`src/rtl/genesys_ldmem_pkg.sv`:
```
// rtl/genesys_ldmem_pkg.sv - shared FSM state encoding for the ldmem tile loader
package genesys_ldmem_pkg;

    localparam int STATE_W = 3;

    typedef enum logic [STATE_W-1:0] {
        ST_IDLE     = 3'd0,
        ST_WAIT_TAG = 3'd1,
        ST_ISSUE    = 3'd2,
        ST_DRAIN    = 3'd3,
        ST_TAG_DONE = 3'd4
    } ldmem_state_e;

endpackage

```
`src/rtl/ldmem_addr_gen.sv`:
```
// rtl/ldmem_addr_gen.sv - tile base and per-burst DDR address accumulators
module ldmem_addr_gen
    import genesys_ldmem_pkg::*;
#(
    parameter int ADDR_W = 42
) (
    input  logic              i_clk,
    input  logic              i_rst_n,
    input  logic              i_load,
    input  logic              i_step_req,
    input  logic              i_step_tile,
    input  logic [ADDR_W-1:0] i_base,
    input  logic [ADDR_W-1:0] i_req_stride,
    input  logic [ADDR_W-1:0] i_tile_stride,
    output logic [ADDR_W-1:0] o_req_addr
);

    logic [ADDR_W-1:0] r_tile_base;
    logic [ADDR_W-1:0] r_req_addr;
    logic [ADDR_W-1:0] w_tile_next;

    assign w_tile_next = r_tile_base + i_tile_stride;

    // Stepping a tile rewinds the request pointer to the new tile base.
    always_ff @(posedge i_clk or negedge i_rst_n) begin
        if (!i_rst_n) begin
            r_tile_base <= '0;
            r_req_addr  <= '0;
        end else if (i_load) begin
            r_tile_base <= i_base;
            r_req_addr  <= i_base;
        end else if (i_step_tile) begin
            r_tile_base <= w_tile_next;
            r_req_addr  <= w_tile_next;
        end else if (i_step_req) begin
            r_req_addr  <= r_req_addr + i_req_stride;
        end
    end

    assign o_req_addr = r_req_addr;

endmodule

```
`src/rtl/ldmem_tile_loader.sv`:
```
// rtl/ldmem_tile_loader.sv - per-tile DDR burst issuer driven by the ldmem tag sync
module ldmem_tile_loader
    import genesys_ldmem_pkg::*;
#(
    parameter int TAG_W           = 1,
    parameter int ADDR_W          = 42,
    parameter int BURST_LEN_W     = 8,
    parameter int NUM_REQ_W       = 16,
    parameter int NUM_TILE_W      = 16,
    parameter int BUF_ADDR_W      = 12,
    parameter int MAX_OUTSTANDING = 4
) (
    input  logic                   i_clk,
    input  logic                   i_rst_n,
    input  logic                   i_start,
    input  logic [ADDR_W-1:0]      i_cfg_base_addr,
    input  logic [ADDR_W-1:0]      i_cfg_req_stride,
    input  logic [ADDR_W-1:0]      i_cfg_tile_stride,
    input  logic [BURST_LEN_W-1:0] i_cfg_burst_len,
    input  logic [NUM_REQ_W-1:0]   i_cfg_num_req,
    input  logic [NUM_TILE_W-1:0]  i_cfg_num_tiles,
    input  logic                   i_ldmem_tag_ready,
    input  logic [TAG_W-1:0]       i_ldmem_tag,
    output logic                   o_ldmem_tag_done,
    output logic                   o_rd_req_valid,
    input  logic                   i_rd_req_ready,
    output logic [ADDR_W-1:0]      o_rd_req_addr,
    output logic [BURST_LEN_W-1:0] o_rd_req_len,
    output logic [TAG_W-1:0]       o_rd_req_tag,
    input  logic                   i_rd_resp_valid,
    input  logic                   i_rd_resp_last,
    output logic                   o_buf_wr_en,
    output logic [TAG_W-1:0]       o_buf_wr_tag,
    output logic [BUF_ADDR_W-1:0]  o_buf_wr_addr,
    output logic                   o_busy,
    output logic                   o_done,
    output logic                   o_err
);

    localparam int OUT_W = $clog2(MAX_OUTSTANDING + 1);
    localparam logic [OUT_W-1:0] MAX_OUT = OUT_W'(MAX_OUTSTANDING);

    ldmem_state_e           r_state;
    ldmem_state_e           w_next;

    logic [ADDR_W-1:0]      r_req_stride;
    logic [ADDR_W-1:0]      r_tile_stride;
    logic [BURST_LEN_W-1:0] r_burst_len;
    logic [NUM_REQ_W-1:0]   r_num_req;
    logic [NUM_TILE_W-1:0]  r_num_tiles;

    logic [NUM_REQ_W-1:0]   r_req_idx;
    logic [NUM_TILE_W-1:0]  r_tile_idx;
    logic [OUT_W-1:0]       r_outstanding;
    logic [BUF_ADDR_W-1:0]  r_buf_addr;
    logic [TAG_W-1:0]       r_cur_tag;
    logic                   r_err;
    logic                   r_done_zero;

    logic                   w_start_ok;
    logic                   w_tag_grab;
    logic                   w_loading;
    logic                   w_req_left;
    logic                   w_accept;
    logic                   w_resp_done;
    logic                   w_stray;
    logic                   w_last_req;
    logic                   w_last_tile;
    logic                   w_tag_done;
    logic [ADDR_W-1:0]      w_req_addr;

    assign w_start_ok  = i_start && (r_state == ST_IDLE);
    assign w_tag_grab  = (r_state == ST_WAIT_TAG) && i_ldmem_tag_ready;
    assign w_loading   = (r_state == ST_ISSUE) || (r_state == ST_DRAIN);
    assign w_req_left  = r_req_idx < r_num_req;
    assign w_accept    = o_rd_req_valid && i_rd_req_ready;
    assign w_resp_done = w_loading && i_rd_resp_valid && i_rd_resp_last && (r_outstanding != '0);
    assign w_stray     = i_rd_resp_valid && (r_outstanding == '0);
    assign w_last_req  = (r_req_idx + NUM_REQ_W'(1)) == r_num_req;
    assign w_last_tile = (r_tile_idx + NUM_TILE_W'(1)) == r_num_tiles;
    assign w_tag_done  = (r_state == ST_TAG_DONE);

    always_ff @(posedge i_clk or negedge i_rst_n) begin
        if (!i_rst_n) begin
            r_state <= ST_IDLE;
        end else begin
            r_state <= w_next;
        end
    end

    always_comb begin
        w_next = r_state;
        case (r_state)
            ST_IDLE:     if (w_start_ok && (i_cfg_num_tiles != '0)) w_next = ST_WAIT_TAG;
            ST_WAIT_TAG: if (i_ldmem_tag_ready) w_next = ST_ISSUE;
            ST_ISSUE:    if (!w_req_left || (w_accept && w_last_req)) w_next = ST_DRAIN;
            ST_DRAIN:    if (r_outstanding == '0) w_next = ST_TAG_DONE;
            ST_TAG_DONE: w_next = w_last_tile ? ST_IDLE : ST_WAIT_TAG;
            default:     w_next = ST_IDLE;
        endcase
    end

    always_ff @(posedge i_clk or negedge i_rst_n) begin
        if (!i_rst_n) begin
            r_req_stride  <= '0;
            r_tile_stride <= '0;
            r_burst_len   <= '0;
            r_num_req     <= '0;
            r_num_tiles   <= '0;
            r_req_idx     <= '0;
            r_tile_idx    <= '0;
            r_outstanding <= '0;
            r_buf_addr    <= '0;
            r_cur_tag     <= '0;
            r_err         <= 1'b0;
            r_done_zero   <= 1'b0;
        end else begin
            if (w_start_ok) begin
                r_req_stride  <= i_cfg_req_stride;
                r_tile_stride <= i_cfg_tile_stride;
                r_burst_len   <= i_cfg_burst_len;
                r_num_req     <= i_cfg_num_req;
                r_num_tiles   <= i_cfg_num_tiles;
                r_tile_idx    <= '0;
            end else if (w_tag_done) begin
                r_tile_idx    <= r_tile_idx + NUM_TILE_W'(1);
            end

            if (w_tag_grab) begin
                r_req_idx  <= '0;
                r_buf_addr <= '0;
                r_cur_tag  <= i_ldmem_tag;
            end else begin
                if (w_accept) r_req_idx <= r_req_idx + NUM_REQ_W'(1);
                if (o_buf_wr_en) r_buf_addr <= r_buf_addr + BUF_ADDR_W'(1);
            end

            // Accept and burst completion in the same cycle cancel out.
            if (w_accept && !w_resp_done) begin
                r_outstanding <= r_outstanding + OUT_W'(1);
            end else if (!w_accept && w_resp_done) begin
                r_outstanding <= r_outstanding - OUT_W'(1);
            end

            r_err       <= (r_err && !w_start_ok) || w_stray;
            r_done_zero <= w_start_ok && (i_cfg_num_tiles == '0);
        end
    end

    ldmem_addr_gen #(
        .ADDR_W (ADDR_W)
    ) u_addr_gen (
        .i_clk         (i_clk),
        .i_rst_n       (i_rst_n),
        .i_load        (w_start_ok),
        .i_step_req    (w_accept),
        .i_step_tile   (w_tag_done),
        .i_base        (i_cfg_base_addr),
        .i_req_stride  (r_req_stride),
        .i_tile_stride (r_tile_stride),
        .o_req_addr    (w_req_addr)
    );

    assign o_rd_req_valid   = (r_state == ST_ISSUE) && w_req_left && (r_outstanding < MAX_OUT);
    assign o_rd_req_addr    = w_req_addr;
    assign o_rd_req_len     = r_burst_len;
    assign o_rd_req_tag     = r_cur_tag;
    assign o_buf_wr_en      = w_loading && i_rd_resp_valid;
    assign o_buf_wr_tag     = r_cur_tag;
    assign o_buf_wr_addr    = r_buf_addr;
    assign o_ldmem_tag_done = w_tag_done;
    assign o_done           = r_done_zero || (w_tag_done && w_last_tile);
    assign o_busy           = (r_state != ST_IDLE);
    assign o_err            = r_err;

endmodule
```
`config.mk`:
```
export PLATFORM = sky130hd
export DESIGN_NAME = ldmem_tile_loader
export DESIGN_NICKNAME = d
export VERILOG_FILES = /design/src/rtl/genesys_ldmem_pkg.sv /design/src/rtl/ldmem_addr_gen.sv /design/src/rtl/ldmem_tile_loader.sv
export SDC_FILE = /design/constraint.sdc
export NUM_CORES = 1
export LEC_CHECK = 0
export CORE_MARGIN = 2
export CORE_UTILIZATION = 59
export DETAILED_ROUTE_END_ITERATION = 10
export PLACE_DENSITY = 0.83
export SYNTH_ARGS = -nofsm -noshare
export SYNTH_HDL_FRONTEND = slang
export SYNTH_SLANG_ARGS = --single-unit
export TNS_END_PERCENT = 5
```
`constraint.sdc`:
```
create_clock -name i_clk -period 7.7 [get_ports i_clk]
set_clock_uncertainty 0.15 [all_clocks]
set_input_delay 1.54 -clock i_clk [delete_from_list [all_inputs] [get_ports i_clk]]
set_output_delay 1.54 -clock i_clk [all_outputs]
set_load 0.1 [all_outputs]
```
==> flow_metrics.env <==
export IMPL_viasPerCell=6.04
export IMPL_rsz0062_at_grt="false"
export IMPL_routedWlPerCell_um=18.6
export IMPL_die_w_um=170
export IMPL_drive_gt1_share_pct=3.71
export IMPL_crit_path_end_kind="output port"
export IMPL_cp_max_fo=7
export IMPL_fmax_mhz=164
export IMPL_p_leak_nw=9.41
export IMPL_tightestPinTransition_ns=1.09
export IMPL_cp_required_ns=6.01
export IMPL_crit_path_start="r_tile_idx[0]"
export IMPL_synth_area_leader_cell="dfrtp_1"
export IMPL_final_setup_tns_ns=0
export IMPL_syn_cell_area_um2=16300
export IMPL_timing_rr_end="r_outstanding[2]"
export IMPL_antenna_found_initial=2
export IMPL_synth_adder_area_share_pct=8.20
export IMPL_drtPass1Iterations=6
export IMPL_dp_hpwl_mm=33.6
export IMPL_setup_violations=0
export IMPL_ys_types=79
export IMPL_p_sw_w=0.00526
export IMPL_yosysMostFrequentCell="nand2_1"
export IMPL_arrival_ns=4.39
export IMPL_grt_usage_pct=32.4
export IMPL_route_layer_met1_wl_mm=19.7
export IMPL_io_pins=244
export IMPL_synth_flop_cell="dfrtp_1"
export IMPL_overflow=0
export IMPL_synthCells=1974
export IMPL_synth_top_family_by_area="simple AND/OR/NAND/NOR gates"
export IMPL_path_class="register to output port"
export IMPL_synth_top_area_share_pct=40.1
export IMPL_critPathMaxStageDelay_ns=1.19
export IMPL_synth_mux_area_share_pct=0.330
export IMPL_hp_class="register to register"
export IMPL_combPwrFrac_pct=62.4
export IMPL_endpoint="o_done"
export IMPL_antenna_left=0
export IMPL_cp_cell_sequence="ha_1 > and2_1 > nand2_1 > a2111oi_0 > nand2_1 > nor3_1 > nand3_1 > or4_1 > o21bai_1 > clkdlybuf4s50_1"
export IMPL_final_area_um2=19800
export IMPL_ys_seq_elements=261
export IMPL_initial_utilization_pct=60.3
export IMPL_vdd_drop_max_mv=0.307
export IMPL_reg2reg_from="r_req_idx[12]"
export IMPL_drcViolationCount=0
export IMPL_p_seq_share_pct=24.2
export IMPL_grt_pass1_vias=14801
export IMPL_grt_max_degree=140
export IMPL_yosys_area_share_simple_pct=21.2
export IMPL_placed_area_um2=18900
export IMPL_areaGrowthSynthToFinish_pct=21.8
export IMPL_reg2regPathDepth=15
export IMPL_cts_tree="done"
export IMPL_insertion_delay_ns=0.56
export IMPL_yosysSeqAreaShare_pct=40.1
export IMPL_numCtsBuffers=29
export IMPL_grt_pass1_wl_mm=75.2
export IMPL_synth_compound_area_share_pct=20.4
export IMPL_placed_cells=2479
export IMPL_h_tree_depth=1
export IMPL_powerDensity_nw_per_um2=524
export IMPL_slowest_stage="clkdlybuf4s50_1"
export IMPL_rows=60
export IMPL_place_gp_congestion=0.925
export IMPL_clockPowerShare_pct=13.4
export IMPL_cellInternalPower_w=0.00514
export IMPL_drv_slew=0
export IMPL_synth_edff_count=0
export IMPL_fin_cells=2528
export IMPL_die_height_um=170
export IMPL_route_met3_wl_mm=3.01
export IMPL_drtIter0Drc=1327
export IMPL_dr_total_vias=15260
export IMPL_fin_crit_ns=6.08
export IMPL_ctsResizeCount=0
export IMPL_top_layer="met4"
export IMPL_cts_path_max_buffers=3
export IMPL_reg2reg_slack_ns=3.15
export IMPL_routed_wl_mm=47.0
export IMPL_portBuffers=243
export IMPL_ctsRootBufferMaster="clkbuf_16"
export IMPL_avgSynthCellArea_um2=8.25
export IMPL_ys_async_sr_fraction_pct=100
export IMPL_synth_xor_area_share_pct=6.72
export IMPL_crit_path_start_kind="register"
export IMPL_layout_nets=2448
export IMPL_power_switching_fraction_pct=50.6
export IMPL_hold_buffers=0
export IMPL_syn_num_nets=2253
export IMPL_outcome="finished clean"
export IMPL_clock_sinks=261
export IMPL_route_met2_wl_mm=22.2
export IMPL_clk_pin_slew_worst_paths_ns=0.06
export IMPL_dieArea_um2=28900
export IMPL_maxCapViolCount=0
export IMPL_cts_setup_buffers=0
export IMPL_period_share_pct=79.0
export IMPL_maxSlewHeadroom_pct=26.8
export IMPL_yosys_warnings=0
export IMPL_coreArea_um2=27000
export IMPL_hold_viol_final=0
export IMPL_synthTopCellsByArea="dfrtp_1 40%, nand2_1 12%, ha_1 7.8%"
export IMPL_synth_common_cells="537 x nand2_1, 261 x dfrtp_1, 137 x nor2_1"
export IMPL_path_common_cell="nand2_1"
-- cell type report --
cell class | instances | area [um^2]
timing repair buffer | 251 | 2510
sequential | 261 | 6530
fill | 2125 | 7180
clock buffer | 41 | 871
clock inverter | 6 | 83.8
multi-input combinational | 1590 | 9280
inverter | 36 | 135
tap | 341 | 427
antenna | 2 | 5.00
-- cell families after synthesis --
kind of cell,after synthesis
buf+inv,123
simple gates,829
fa+ha+maj,105
mux,5
compound gates,526
flops,261
xor+xnor,125
-- metal layers --
layer | GRT usage (%) | up-vias
li1 | - | 7248
met1 | 42.1 | 7287
met2 | 54.5 | 587
met3 | 4.58 | 138
met4 | 13.3 | 0
met5 | 0 | -
-- registers in the layout (all words and copies together), names as in the netlist --
register / count
o_buf_wr_addr: 12
o_buf_wr_tag: 1
r_tile_idx: 16
r_req_idx: 16
r_state: 3
u_addr_gen.o_req_addr: 42
r_outstanding: 3
r_done_zero: 1
r_num_req: 16
r_num_tiles: 16
u_addr_gen.r_tile_base: 42
o_rd_req_len: 8
r_req_stride: 42
o_err: 1
r_tile_stride: 42
-- worst max-delay path: cells and delay by family, from the launching register on --
| family | cells | cell delay [ns] |
|---|---|---|
| AOI/OAI and AO/OA | 2 | 0.58 |
| adders and majority gates | 1 | 0.29 |
| buffers and inverters | 1 | 1.19 |
| DFF | 1 | 0.48 |
| and+or+nand+nor | 6 | 1.29 |
-- through the flow --
stage | hold slack [ns] | util, % | setup WS, ns | total power (W)
finish | 0.323 | 73.4 | 1.62 | 0.0104
global placement | 0.307 | 69.9 | 2.13 | 0.00874
CTS | 0.327 | 73.4 | 1.62 | 0.0103
detailed placement | 0.313 | 69.9 | 2.02 | 0.00888
global route | 0.348 | 73.4 | 1.38 | 0.0111
floorplan | 0.300 | - | 1.91 | 0.00736
-- power groups by stage --
| stage | Combinational (W) | Sequential (W) | Clock [W] |
|---|---|---|---|
| finish | 0.00649 | 0.00252 | 0.00140 |
| global route | 0.00708 | 0.00258 | 0.00146 |
| CTS | 0.00642 | 0.00250 | 0.00141 |
| detailed placement | 0.00637 | 0.00251 | 0 |
| global placement | 0.00624 | 0.00250 | 0 |
| floorplan | 0.00394 | 0.00342 | 0 |
-- layout by cell type (no fill, tap or decap), drive strengths merged, types with 14 or more instances in the layout --
cell / Yosys / routed
nor3: 21 / 21
ha: 102 / 102
dfrtp: 261 / 261
o21bai: 17 / 17
nand2: 538 / 538
and3: 16 / 16
nand4: 14 / 14
o31ai: 14 / 14
a22oi: 31 / 31
a211oi: 14 / 14
nor2: 138 / 138
xor2: 42 / 42
nand3: 36 / 36
xnor2: 83 / 83
a21o: 61 / 61
clkdlybuf4s50: 0 / 242
a31oi: 21 / 21
a21oi: 132 / 132
inv: 35 / 37
o21ai: 158 / 158
clkbuf: 67 / 41
-- how the worst min path moves through the flow --
stage                     depth (start not counted)        startpoint               end  slack (ns)
after floorplan                                   2   r_req_stride[0]   r_req_stride[0]        0.30
after global placement                            2   o_rd_req_len[3]   o_rd_req_len[3]        0.31
after detailed placement                          2   o_rd_req_len[7]   o_rd_req_len[7]        0.31
after CTS                                         2   o_rd_req_len[7]   o_rd_req_len[7]        0.33
after global routing                              2  r_tile_stride[5]  r_tile_stride[5]        0.35
final                                             2   o_rd_req_len[7]   o_rd_req_len[7]        0.32
(Power assumes the default switching activity.)
